### src/rtl/cube_root_pkg.sv
// Shared types and helpers for the iterative cube-root unit.
package cube_root_pkg;

    typedef enum logic [1:0] {IDLE, BUSY, DONE} cbrt_state_t;

    // Radicand bits consumed per iteration.
    localparam int CBRT_SHIFT = 3;

    function automatic int cbrt_iter(input int width);
        return (width + 2) / 3;
    endfunction

endpackage

### src/rtl/cube_root_iter_step.sv
// One digit-by-digit cube-root step: tries to append a 1 to the partial root.
module cbrt_iter_step #(
    parameter int WIDTH = 32,
    parameter int ITER  = 11,
    parameter int SW    = 6
) (
    input  logic [WIDTH-1:0] rem,
    input  logic [ITER-1:0]  y,
    input  logic [SW-1:0]    s,
    output logic [WIDTH-1:0] rem_next,
    output logic [ITER-1:0]  y_next
);
    localparam int TW = 2 * ITER + 2;
    localparam int CW = (WIDTH > TW) ? WIDTH : TW;

    logic [TW-1:0] y2;
    logic [TW-1:0] t;
    logic [CW-1:0] rem_sh;
    logic [CW-1:0] t_cmp;
    logic [CW-1:0] t_sh;
    logic          ge;

    // t = (2y+1)^3 - (2y)^3; compared against rem>>s so the shifted t never overflows.
    always_comb begin
        y2       = {{(TW - ITER - 1){1'b0}}, y, 1'b0};
        t        = TW'(3) * y2 * (y2 + TW'(1)) + TW'(1);
        rem_sh   = CW'(rem >> s);
        t_cmp    = CW'(t);
        ge       = rem_sh >= t_cmp;
        t_sh     = t_cmp << s;
        rem_next = ge ? rem - t_sh[WIDTH-1:0] : rem;
        y_next   = {y[ITER-2:0], ge};
    end

endmodule

### src/rtl/cube_root.sv
// Iterative unsigned cube root, 3 radicand bits per cycle, valid/ready handshake.
// Define CBRT_REMAINDER_EN to expose the remainder port.
module cube_root
    import cube_root_pkg::*;
#(
    parameter  int WIDTH = 32,
    localparam int ITER  = cbrt_iter(WIDTH)
) (
    input  logic             clock,
    input  logic             reset,
    input  logic             in_valid,
    output logic             in_ready,
    input  logic [WIDTH-1:0] num,
    output logic             out_valid,
    input  logic             out_ready,
    output logic [ITER-1:0]  root
`ifdef CBRT_REMAINDER_EN
    ,
    output logic [WIDTH-1:0] remainder
`endif
);
    localparam int            SW     = $clog2(CBRT_SHIFT * ITER);
    localparam logic [SW-1:0] S_INIT = SW'(CBRT_SHIFT * (ITER - 1));

    cbrt_state_t      state;
    logic [WIDTH-1:0] rem_acc;
    logic [ITER-1:0]  y_acc;
    logic [SW-1:0]    s_cnt;
    logic [WIDTH-1:0] rem_next;
    logic [ITER-1:0]  y_next;

    cbrt_iter_step #(
        .WIDTH (WIDTH),
        .ITER  (ITER),
        .SW    (SW)
    ) u_step (
        .rem      (rem_acc),
        .y        (y_acc),
        .s        (s_cnt),
        .rem_next (rem_next),
        .y_next   (y_next)
    );

    always_ff @(posedge clock) begin
        if (reset) begin
            state     <= IDLE;
            in_ready  <= 1'b1;
            out_valid <= 1'b0;
            root      <= '0;
            rem_acc   <= '0;
            y_acc     <= '0;
            s_cnt     <= '0;
`ifdef CBRT_REMAINDER_EN
            remainder <= '0;
`endif
        end else begin
            case (state)
                IDLE: begin
                    if (in_valid) begin
                        rem_acc  <= num;
                        y_acc    <= '0;
                        s_cnt    <= S_INIT;
                        in_ready <= 1'b0;
                        state    <= BUSY;
                    end
                end
                BUSY: begin
                    rem_acc <= rem_next;
                    y_acc   <= y_next;
                    if (s_cnt == '0) state <= DONE;
                    else             s_cnt <= s_cnt - SW'(CBRT_SHIFT);
                end
                // First DONE cycle publishes the result; the handshake needs out_valid already high.
                DONE: begin
                    if (!out_valid) begin
                        out_valid <= 1'b1;
                        root      <= y_acc;
`ifdef CBRT_REMAINDER_EN
                        remainder <= rem_acc;
`endif
                    end else if (out_ready) begin
                        out_valid <= 1'b0;
                        in_ready  <= 1'b1;
                        state     <= IDLE;
                    end
                end
                default: state <= IDLE;
            endcase
        end
    end

endmodule
### config.mk
export PLATFORM = sky130hd
export DESIGN_NAME = cube_root
export DESIGN_NICKNAME = d
export VERILOG_FILES = /design/src/rtl/cube_root_pkg.sv /design/src/rtl/cube_root_iter_step.sv /design/src/rtl/cube_root.sv
export SDC_FILE = /design/constraint.sdc
export NUM_CORES = 1
export LEC_CHECK = 0
export CORE_UTILIZATION = 50
export CTS_CLUSTER_DIAMETER = 200
export DETAILED_ROUTE_END_ITERATION = 10
export GPL_TIMING_DRIVEN = 0
export PLACE_DENSITY_LB_ADDON = 0.1
export SKIP_CTS_REPAIR_TIMING = 1
export SYNTH_ARGS = -nofsm -noshare
export SYNTH_HDL_FRONTEND = slang
export SYNTH_HIERARCHICAL = 1
export SYNTH_SLANG_ARGS = --single-unit
### constraint.sdc
create_clock -name clock -period 13.4 [get_ports clock]
set_clock_uncertainty 0.1 [all_clocks]
set_input_delay 3.35 -clock clock [delete_from_list [all_inputs] [get_ports clock]]
set_output_delay 3.35 -clock clock [all_outputs]
set_load 0.01 [all_outputs]
==> results of run 1 <==
power breakdown:
group / internal [uW] / total [uW] / switching, uW
clock: 142 / 239 / 96.8
combinational: 590 / 1460 / 865
sequential: 224 / 300 / 75.9
sequential cells by signal, summed over array words and instances, names as in the netlist:
signal,count
in_ready,1
state,2
s_cnt,6
y_acc,11
root,11
rem_acc,32
out_valid,1
worst register-to-register path: cells and delay by family (launching register included):
kind | cells | cell delay, ns
XOR/XNOR | 1 | 0.46
multiplexers | 3 | 0.73
adder cells (fa/ha/maj) | 9 | 4.06
buffers and inverters | 7 | 1.26
AND/OR/NAND/NOR | 13 | 2.02
flip-flops | 1 | 0.64
AO/OA/AOI/OAI | 15 | 2.98
cells in the final DEF (no fill, tap or decap), types with 13 or more instances in the layout:
master	instances
a211oi_1	21
a21o_1	29
a21oi_1	85
a22oi_1	14
a2bb2oi_1	34
and2_1	34
buf_2	13
buf_4	14
clkbuf_1	68
clkdlybuf4s50_1	46
dfxtp_1	64
fa_1	109
ha_1	137
inv_1	184
mux2i_1	50
mux4_2	30
nand2_1	193
nand2b_1	27
nand3_1	19
nor2_1	245
nor2b_1	35
nor3_1	46
o211ai_1	14
o21a_1	14
o21ai_0	85
xnor2_1	23
xor2_1	32
per-layer routing:
layer  GRT usage  vias to the layer above
met3     0.04678                      122
met4      0.1528                        0
met5           0                        -
met1      0.4795                     6692
met2      0.5533                      584
li1            -                     6269
cell type report:
cell class / instances / area, um^2 / share of cell area
clock inverter: 6 / 61.31 / 0.004102
buffer: 109 / 493.0 / 0.03299
sequential: 64 / 1281 / 0.08573
inverter: 190 / 713.2 / 0.04772
tap: 341 / 426.7 / 0.02855
multi-input combinational: 1435 / 11280 / 0.7550
clock buffer: 9 / 225.2 / 0.01507
timing repair buffer: 46 / 460.4 / 0.03081
through the flow:
stage	setup WS, ns	cell area (um^2)	cells	hold WS, ns
detailed placement	1.212	14660	2185	0.3861
floorplan	3.459	13770	1798	0.3769
finish	1.036	14940	2200	0.4016
CTS	1.181	14940	2200	0.4052
global route	0.3164	14940	2200	0.4530
global placement	1.323	14660	2185	0.3787
cells by family after synthesis:
| family | after synthesis | share of synthesized area |
|---|---|---|
| fa+ha+maj | 246 | 0.2829 |
| simple gates | 652 | 0.2137 |
| mux | 94 | 0.09740 |
| compound gates | 388 | 0.1904 |
| xor+xnor | 55 | 0.03498 |
| buf+inv | 299 | 0.08759 |
| flops | 64 | 0.09304 |
Yosys cell counts, types with 12 or more instances:
cell type / count
buf_2: 13
a2bb2oi_1: 34
nor3_1: 46
xnor2_1: 23
o21a_1: 14
a21o_1: 29
nor2b_1: 35
o21ai_0: 85
and2_1: 34
inv_1: 184
mux2_2: 12
o211ai_1: 14
ha_1: 137
nor2_1: 245
nand2_1: 193
a21oi_1: 85
buf_1: 12
dfxtp_1: 64
clkbuf_1: 68
nand3_1: 19
xor2_1: 32
mux2i_1: 50
fa_1: 109
nand2b_1: 27
a22oi_1: 14
mux4_2: 30
a211oi_1: 21
buf_4: 14
path summary, 6_finish.rpt:
kind | from | cells past startpoint | end
worst max-delay path | y_acc[1] | 48 | rem_acc[31]
worst max register to register | y_acc[1] | 48 | rem_acc[31]
worst min-delay path | root[3] | 2 | root[3]
worst min register to register | root[3] | 2 | root[3]
==> metrics.md, run 1 <==
| Metric | Value |
|---|---|
| Hold crit path type | reg -> reg |
| Gpl congestion | 1.002 |
| CTS Sinks | 64 |
| Leakage | 0.006767 uW |
| Core area | between 0.02 and 0.03 mm^2 |
| CP max stage cell | dfxtp_1 |
| First drt pass iteration count | 6 |
| FF-to-FF setup slack | around 1.0 ns |
| Synth top area share | 0.1585 |
| Die Y | around 170 um |
| Port buffer count | 46 |
| Vias after detailed routing | around 14000 |
| Initial DRC Count | ~1200 |
| Synth area leaders | fa_1 (16%), ha_1 (12%), dfxtp_1 (9.3%) |
| Tightest Pin Transition | 1.030 ns |
| Fmax | between 80 and 90 MHz |
| Root buf cell | clkbuf_16 |
| Buf/Inv on CP | 7 |
| CTS tree | yes |
| Dominant cell type by area after synthesis | fa_1 |
| Max IR drop VDD | approximately 0.000098 V |
| Metal-1 WL | around 22000 um |
| CP Max Fanout | 11 |
| Ratio of cells with drive above 1 in the final layout | 0.06132 |
| Remaining DRCs | 0 |
| Die Area | about 0.028 mm^2 |
| Crit path max-delay family | adder cells |
| Total power | between 1500 and 2000 uW |
| Horiz. Die Dim | approximately 170 um |
| Top layer in use | met4 |
| Ys async rst share | 0 |
| Synth warn | 6 |
| Final WL | slightly below 50000 um |
| TritonCTS Buffers | 9 |
| Worst-path clk slew | 0.06 ns |
| Layout net count | around 2100 |
| Rel. slew slack | 0.3085 |
| Avg WL per Cell | around 22 um |
| Power Density | 133.5 mW/mm^2 |
| WP data required | approximately 14 ns |
| Setup TNS | 0 ns |
| Final Hold Vio Count | 0 |
| Pins Over Slew Limit | 0 |
| DRT antenna net count | 0 |
| Max_cap viols | 0 |
| Seq cells post-synth | between 60 and 70 |
| Final Util | 0.5545 |
| Num ports | between 40 and 50 |
| Syn nets | 2080 |
| Met3 wire length | approximately 3500 um |
| Via-per-instance ratio | slightly above 6 |
| RSZ-0062 raised after global routing | false |
| Setup violations, final | 0 |
| Post-route minimum period | around 12 ns |
| Gr ovfl total | 0 |
| H-tree Lvls | 3 |
| Mapped Cells | 1798 |
| Cell Rows | 60 |
| Filler Cells Inserted | 2597 |
| Antenna diodes | 0 |
| Post-Synthesis Cell Area | 0.01377 mm^2 |
| Vias in the first global route | between 10000 and 15000 |
| CP max stage delay | ~0.64 ns |
| Post-synth EDFFs | 0 |
| Syn avg cell area | 7.659 um^2 |
| Worst Setup Start Kind | register |
| First-pass GRT wire length | 76090 um |
| Critical path arrival | approximately 12 ns |
| WS Path Type | reg -> reg |
| Routed wl met2 | 21330 um |
| GRT Resource Usage Total | 0.3504 |
| Largest net degree at the start of global routing | 12 |
| Crit path top cell by count | fa_1 |
| Final period util | 0.9227 |
| Distinct cells, synth | between 80 and 90 |
| Starting Density | 0.5110 |
| Seq/Total Area, Yosys | 0.09304 |
| Max clock buf depth | 2 |
| Initial antenna violation count | 0 |
| Critical path capture point type | register |
| Status | finished clean |
| Worst skew pair latency | approximately 0.33 ns |
| P&R area growth vs syn | 8.522% |
| Most used DFF post-synth | dfxtp_1 |
| Post-DP HPWL | around 40000 um |
No activity file was read; power rests on OpenSTA's default activity.
==> run 2: changes to the inputs <==
--- a/config.mk
+++ b/config.mk
@@ -5,7 +5,9 @@
 export SDC_FILE = /design/constraint.sdc
 export NUM_CORES = 1
 export LEC_CHECK = 0
-export CORE_UTILIZATION = 50
+export CELL_PAD_IN_SITES_DETAIL_PLACEMENT = 1
+export CELL_PAD_IN_SITES_GLOBAL_PLACEMENT = 2
+export CORE_UTILIZATION = 39
 export CTS_CLUSTER_DIAMETER = 200
 export DETAILED_ROUTE_END_ITERATION = 10
 export GPL_TIMING_DRIVEN = 0
==> run 2 against run 1 <==
Compared with the run above:
- worst setup slack worse by 0.21 ns
- fmax down 1.7%
- final area up 1.3%
- global-route usage down 3.3 points
- via count down 0.94%
- non-clock buffer count unchanged
- register-to-register slack worse by 0.21 ns
- first-iteration DRC count down 32%
- critical path depth up 2
- power up 4.2%
- critical path type unchanged
- combinational power up 3%
==> metrics.md, run 2 (same netlist as run 1, synthesis figures left out) <==
| Metric | Value |
|---|---|
| Worst Setup Start Kind | register |
| Max reg flops | 32 |
| Final WL | 55460 um |
| Gr ovfl total | 0 |
| Status | finished clean |
| Avg WL per Cell | between 20 and 25 um |
| Die Y | 189.9 um |
| First drt pass iteration count | 5 |
| Top layer in use | met4 |
| Total power | slightly above 2000 uW |
| Hold Slack | between 0.3 and 0.4 ns |
| Gpl congestion | between 0.9 and 1 |
| Tightest Pin Transition | approximately 1.0 ns |
| Remaining DRCs | 0 |
| Num ports | slightly below 50 |
| Min-delay src | root[5] |
| Critical path arrival | 12.68 ns |
| Routed wl met2 | between 20000 and 30000 um |
| P&R area growth vs syn | 9.940% |
| Setup TNS | 0 ns |
| Setup WS pre-CTS | between 0.9 and 1 ns |
| Worst-path clk slew | roughly 0.060 ns |
| Final period util | 0.9382 |
| Die Area | approximately 0.036 mm^2 |
| Final Hold Vio Count | 0 |
| Vias after detailed routing | between 10000 and 15000 |
| Core area | ~0.035 mm^2 |
| FF-to-FF path depth | 50 |
| Worst skew pair latency | between 0.3 and 0.4 ns |
| GRT Resource Usage Total | 0.3171 |
| Rel. slew slack | 0.3100 |
| WP data required | between 10 and 15 ns |
| Hold Path Stages | 2 |
| Cell Rows | 68 |
| TritonCTS Buffers | 9 |
| First-pass GRT wire length | just under 90000 um |
| Post-DP HPWL | approximately 46000 um |
| Vias in the first global route | between 10000 and 15000 |
| Crit path top cell by count | a21o_1 |
| Fmax | 79.54 MHz |
| CP max stage delay | between 0.6 and 0.7 ns |
| Max clock buf depth | 2 |
| Horiz. Die Dim | about 190 um |
| Power Density | approximately 140 mW/mm^2 |
| Reg-to-reg startpoint | y_acc[1] |
| Post-route minimum period | between 10 and 15 ns |
| Layout net count | approximately 2100 |
| Pins Over Slew Limit | 0 |
| CP max stage cell | fa_1 |
| Hold Path Sink | root[5] |
| Worst R2R End | rem_acc[30] |
| Max_cap viols | 0 |
| Largest net degree at the start of global routing | 13 |
| H-tree Lvls | 3 |
| Metal-1 WL | about 26000 um |
| Starting Density | 0.3977 |
| Antenna diodes | 0 |
| PnR worst setup slack | between 0.8 and 0.9 ns |
| Met3 wire length | around 2500 um |
| Largest reg by FF count | rem_acc |
| CTS tree | yes |
| Port buffer count | 46 |
| CTS Sinks | 64 |
| Final instance area | 0.01514 mm^2 |
| Hold crit path type | reg -> reg |
| RSZ-0062 raised after global routing | false |
| Root buf cell | clkbuf_16 |
| Buf/Inv on CP | 7 |
| Crit path max-delay family | adder cells |
| Via-per-instance ratio | about 5.8 |
| Largest regs | rem_acc: 32 flops, root: 11 flops, y_acc: 11 flops |
| Initial DRC Count | 810 |
| Max IR drop VDD | 0.00008370 V |
| Most frequent cells in the layout | nor2_1 (245), nand2_1 (193), inv_1 (184) |
| DRT antenna net count | 0 |
| Setup violations, final | 0 |
| Ratio of cells with drive above 1 in the final layout | 0.06183 |
| Leakage | 0.006793 uW |
| CP Max Fanout | 11 |
| Post-place instance area | around 0.015 mm^2 |
| Most common cell after layout, fill and taps aside | nor2_1 |
| Critical path capture point type | register |
| Initial antenna violation count | 0 |
| FF-to-FF setup slack | between 0.8 and 0.9 ns |
| WS Path Type | reg -> reg |
## run 2: worst min-delay path: stages (launching register included)
cell and delay [ns]:
dfxtp_1 0.33, mux2i_1 0.07, nor2_1 0.07
## run 2: worst max path at each step
| stage | from | to | slack (ns) | depth (start not counted) |
|---|---|---|---|---|
| after detailed placement | y_acc[1] | rem_acc[31] | 0.91 | 48 |
| after global routing | y_acc[1] | rem_acc[31] | 0.13 | 48 |
| after global placement | y_acc[1] | rem_acc[31] | 1.06 | 48 |
| final | y_acc[1] | rem_acc[30] | 0.83 | 50 |
| after CTS | y_acc[1] | rem_acc[31] | 0.87 | 48 |
| after floorplan | y_acc[1] | rem_acc[30] | 3.46 | 47 |
## run 2: metal layers
layer,global-route usage,up-vias
met4,0.08654,0
met5,0,-
met3,0.04187,73
met2,0.5177,351
li1,-,6258
met1,0.4369,6857
## run 2: metrics by stage
stage                     instances  utilization
after floorplan                1798            -
after global placement         2299       0.4274
final                          2315       0.4372
after detailed placement       2299       0.4274
after CTS                      2315       0.4372
after global routing           2315       0.4372
## run 2: cell type report
cell class,instances,area [um^2]
clock buffers,11,252.7
fillers,4292,19490
inverters,190,713.2
clock inverters,5,86.33
well taps,455,569.3
plain buffers,109,493.0
repair buffers,46,460.4
multi-input cells,1435,11280
flip-flops and latches,64,1281
## run 2: report_power, final
| part | switching, uW | internal (uW) |
|---|---|---|
| Combinational | 911 | 593 |
| Clock | 99.6 | 175 |
| Sequential | 74.8 | 224 |
==> run 3: changes to the inputs <==
--- a/config.mk
+++ b/config.mk
@@ -7,7 +7,7 @@
 export LEC_CHECK = 0
 export CELL_PAD_IN_SITES_DETAIL_PLACEMENT = 1
 export CELL_PAD_IN_SITES_GLOBAL_PLACEMENT = 2
-export CORE_UTILIZATION = 39
+export CORE_UTILIZATION = 30
 export CTS_CLUSTER_DIAMETER = 200
 export DETAILED_ROUTE_END_ITERATION = 10
 export GPL_TIMING_DRIVEN = 0
==> run 3 against run 2 <==
Compared with the run above:
- power fell by 1.2%
- sequential share of layout area shrank 0.091 points
- critical path depth shrank 2
- global-route usage is 7.3 points lower
- worst hold slack lost 0.0010 ns
- combinational power barely moved
- cell count rose by 6.3%
- count of clock-buffer cells in the layout down 2
==> metrics.md, run 3 (same netlist as run 1, synthesis figures left out) <==
| Metric | Value |
|---|---|
| Final WL | ~56000 um |
| Remaining DRCs | 0 |
| Most frequent cells in the layout | nor2_1 (245), nand2_1 (193), inv_1 (184) |
| Critical path arrival | approximately 13 ns |
| Num ports | between 40 and 50 |
| CP max stage cell | dfxtp_1 |
| Cell Rows | 78 |
| RSZ-0062 raised after global routing | false |
| Setup TNS | 0 ns |
| Max reg flops | 32 |
| CP Max Fanout | 11 |
| Largest reg by FF count | rem_acc |
| Initial DRC Count | 936 |
| Crit path top cell by count | fa_1 |
| Avg WL per Cell | about 23 um |
| Die Area | roughly 0.047 mm^2 |
| Gr ovfl total | 0 |
| WS Path Type | reg -> reg |
| PnR worst setup slack | slightly below 0.9 ns |
| DRT antenna net count | 0 |
| Most common cell after layout, fill and taps aside | nor2_1 |
| Post-route minimum period | between 10 and 15 ns |
| Via-per-instance ratio | around 5.4 |
| Hold crit path type | reg -> reg |
| Status | finished clean |
| Setup WS pre-CTS | about 0.83 ns |
| Rel. slew slack | 0.3307 |
| CTS Sinks | between 60 and 70 |
| WP data required | approximately 14 ns |
| Worst Setup Start Kind | register |
| Placed instance count | roughly 2400 |
| Max clock buf depth | 2 |
| Largest regs | rem_acc: 32 flops, root: 11 flops, y_acc: 11 flops |
| Post-DP HPWL | between 40000 and 50000 um |
| Final Hold Vio Count | 0 |
| P&R area growth vs syn | 11.14% |
| Leakage | about 0.0068 uW |
| Worst-path clk slew | 0.06 ns |
| Gpl congestion | 0.9823 |
| Starting Density | 0.3041 |
| Port buffer count | 46 |
| Layout net count | ~2100 |
| Die Y | ~220 um |
| First-pass GRT wire length | just under 90000 um |
| TritonCTS Buffers | 9 |
| Pins Over Slew Limit | 0 |
| Fmax | between 70 and 80 MHz |
| Max IR drop VDD | 0.00006834 V |
| Setup violations, final | 0 |
| Max_cap viols | 0 |
| First drt pass iteration count | 5 |
| Buf/Inv on CP | 7 |
| Crit path max-delay family | adder cells |
| Final period util | 0.9335 |
| Ratio of cells with drive above 1 in the final layout | 0.06183 |
| Largest net degree at the start of global routing | 13 |
| Horiz. Die Dim | 216.3 um |
| Worst skew pair latency | ~0.36 ns |
| Vias in the first global route | 13986 |
| Power Density | roughly 130 mW/mm^2 |
| CTS tree | yes |
| H-tree Lvls | 3 |
| Critical path capture point type | register |
| GRT Resource Usage Total | 0.2444 |
| Tightest Pin Transition | around 1 ns |
| Vias after detailed routing | ~13000 |
| Core area | 0.04528 mm^2 |
| Non-Filler Instances | around 2500 |
| CP max stage delay | approximately 0.6 ns |
| Root buf cell | clkbuf_16 |
| Initial antenna violation count | 0 |
run 3: changes by cell type in the layout (fill, tap and decap cells not counted):
| cell | delta |
|---|---|
| clkbuf_8 | -2 |
| clkinv_2 | +2 |
| clkinvlp_4 | +1 |
| diode_2 | +1 |
| inv_6 | -1 |
run 3: path summary, 6_finish.rpt:
kind,from,endpoint,slack [ns],depth (start not counted)
max,y_acc[1],rem_acc[31],0.89,48
min,root[8],root[8],0.40,2
max reg2reg,y_acc[1],rem_acc[31],0.89,48
min reg2reg,root[8],root[8],0.40,2
run 3: metrics by stage:
| step | instance area, um^2 | hold slack (ns) | power (uW) | utilization |
|---|---|---|---|---|
| 6_report | 15300 | 0.3954 | 2053 | 0.3380 |
| 5_1_grt | 15300 | 0.4367 | 2222 | 0.3379 |
| 4_1_cts | 15300 | 0.4048 | 2052 | 0.3379 |
| 3_5_place_dp | 14980 | 0.3862 | 1777 | 0.3308 |
| 3_3_place_gp | 14980 | 0.3812 | 1769 | 0.3308 |
| 2_1_floorplan | 13770 | 0.3769 | 1309 | - |
run 3: metal layers:
layer / routed length [um] / global-route usage
met1: 28230 / 0.3574
met5: 0 / 0
met3: 3429 / 0.04744
met2: 23810 / 0.3683
met4: 1027 / 0.05305
run 3: final cells by class:
class / instances / area [um^2]
clock buffers: 9 / 225.2
multi-input cells: 1435 / 11280
fillers: 5602 / 29980
diodes: 1 / 2.502
flip-flops and latches: 64 / 1281
inverters: 190 / 713.2
clock inverters: 7 / 95.09
repair buffers: 46 / 460.4
well taps: 600 / 750.7
plain buffers: 109 / 493.0
run 3: where the power goes:
part / internal, uW / total, uW / switching (uW)
registers: 224 / 300 / 75.4
clock network: 163 / 261 / 97.8
logic: 592 / 1490 / 901
total: 979 / 2050 / 1070
run 3: worst min-delay path: cells and delay by family, from the launching register on:
family	cells	cell delay, ns
DFF	1	0.32
muxes	1	0.06
and+or+nand+nor	1	0.07
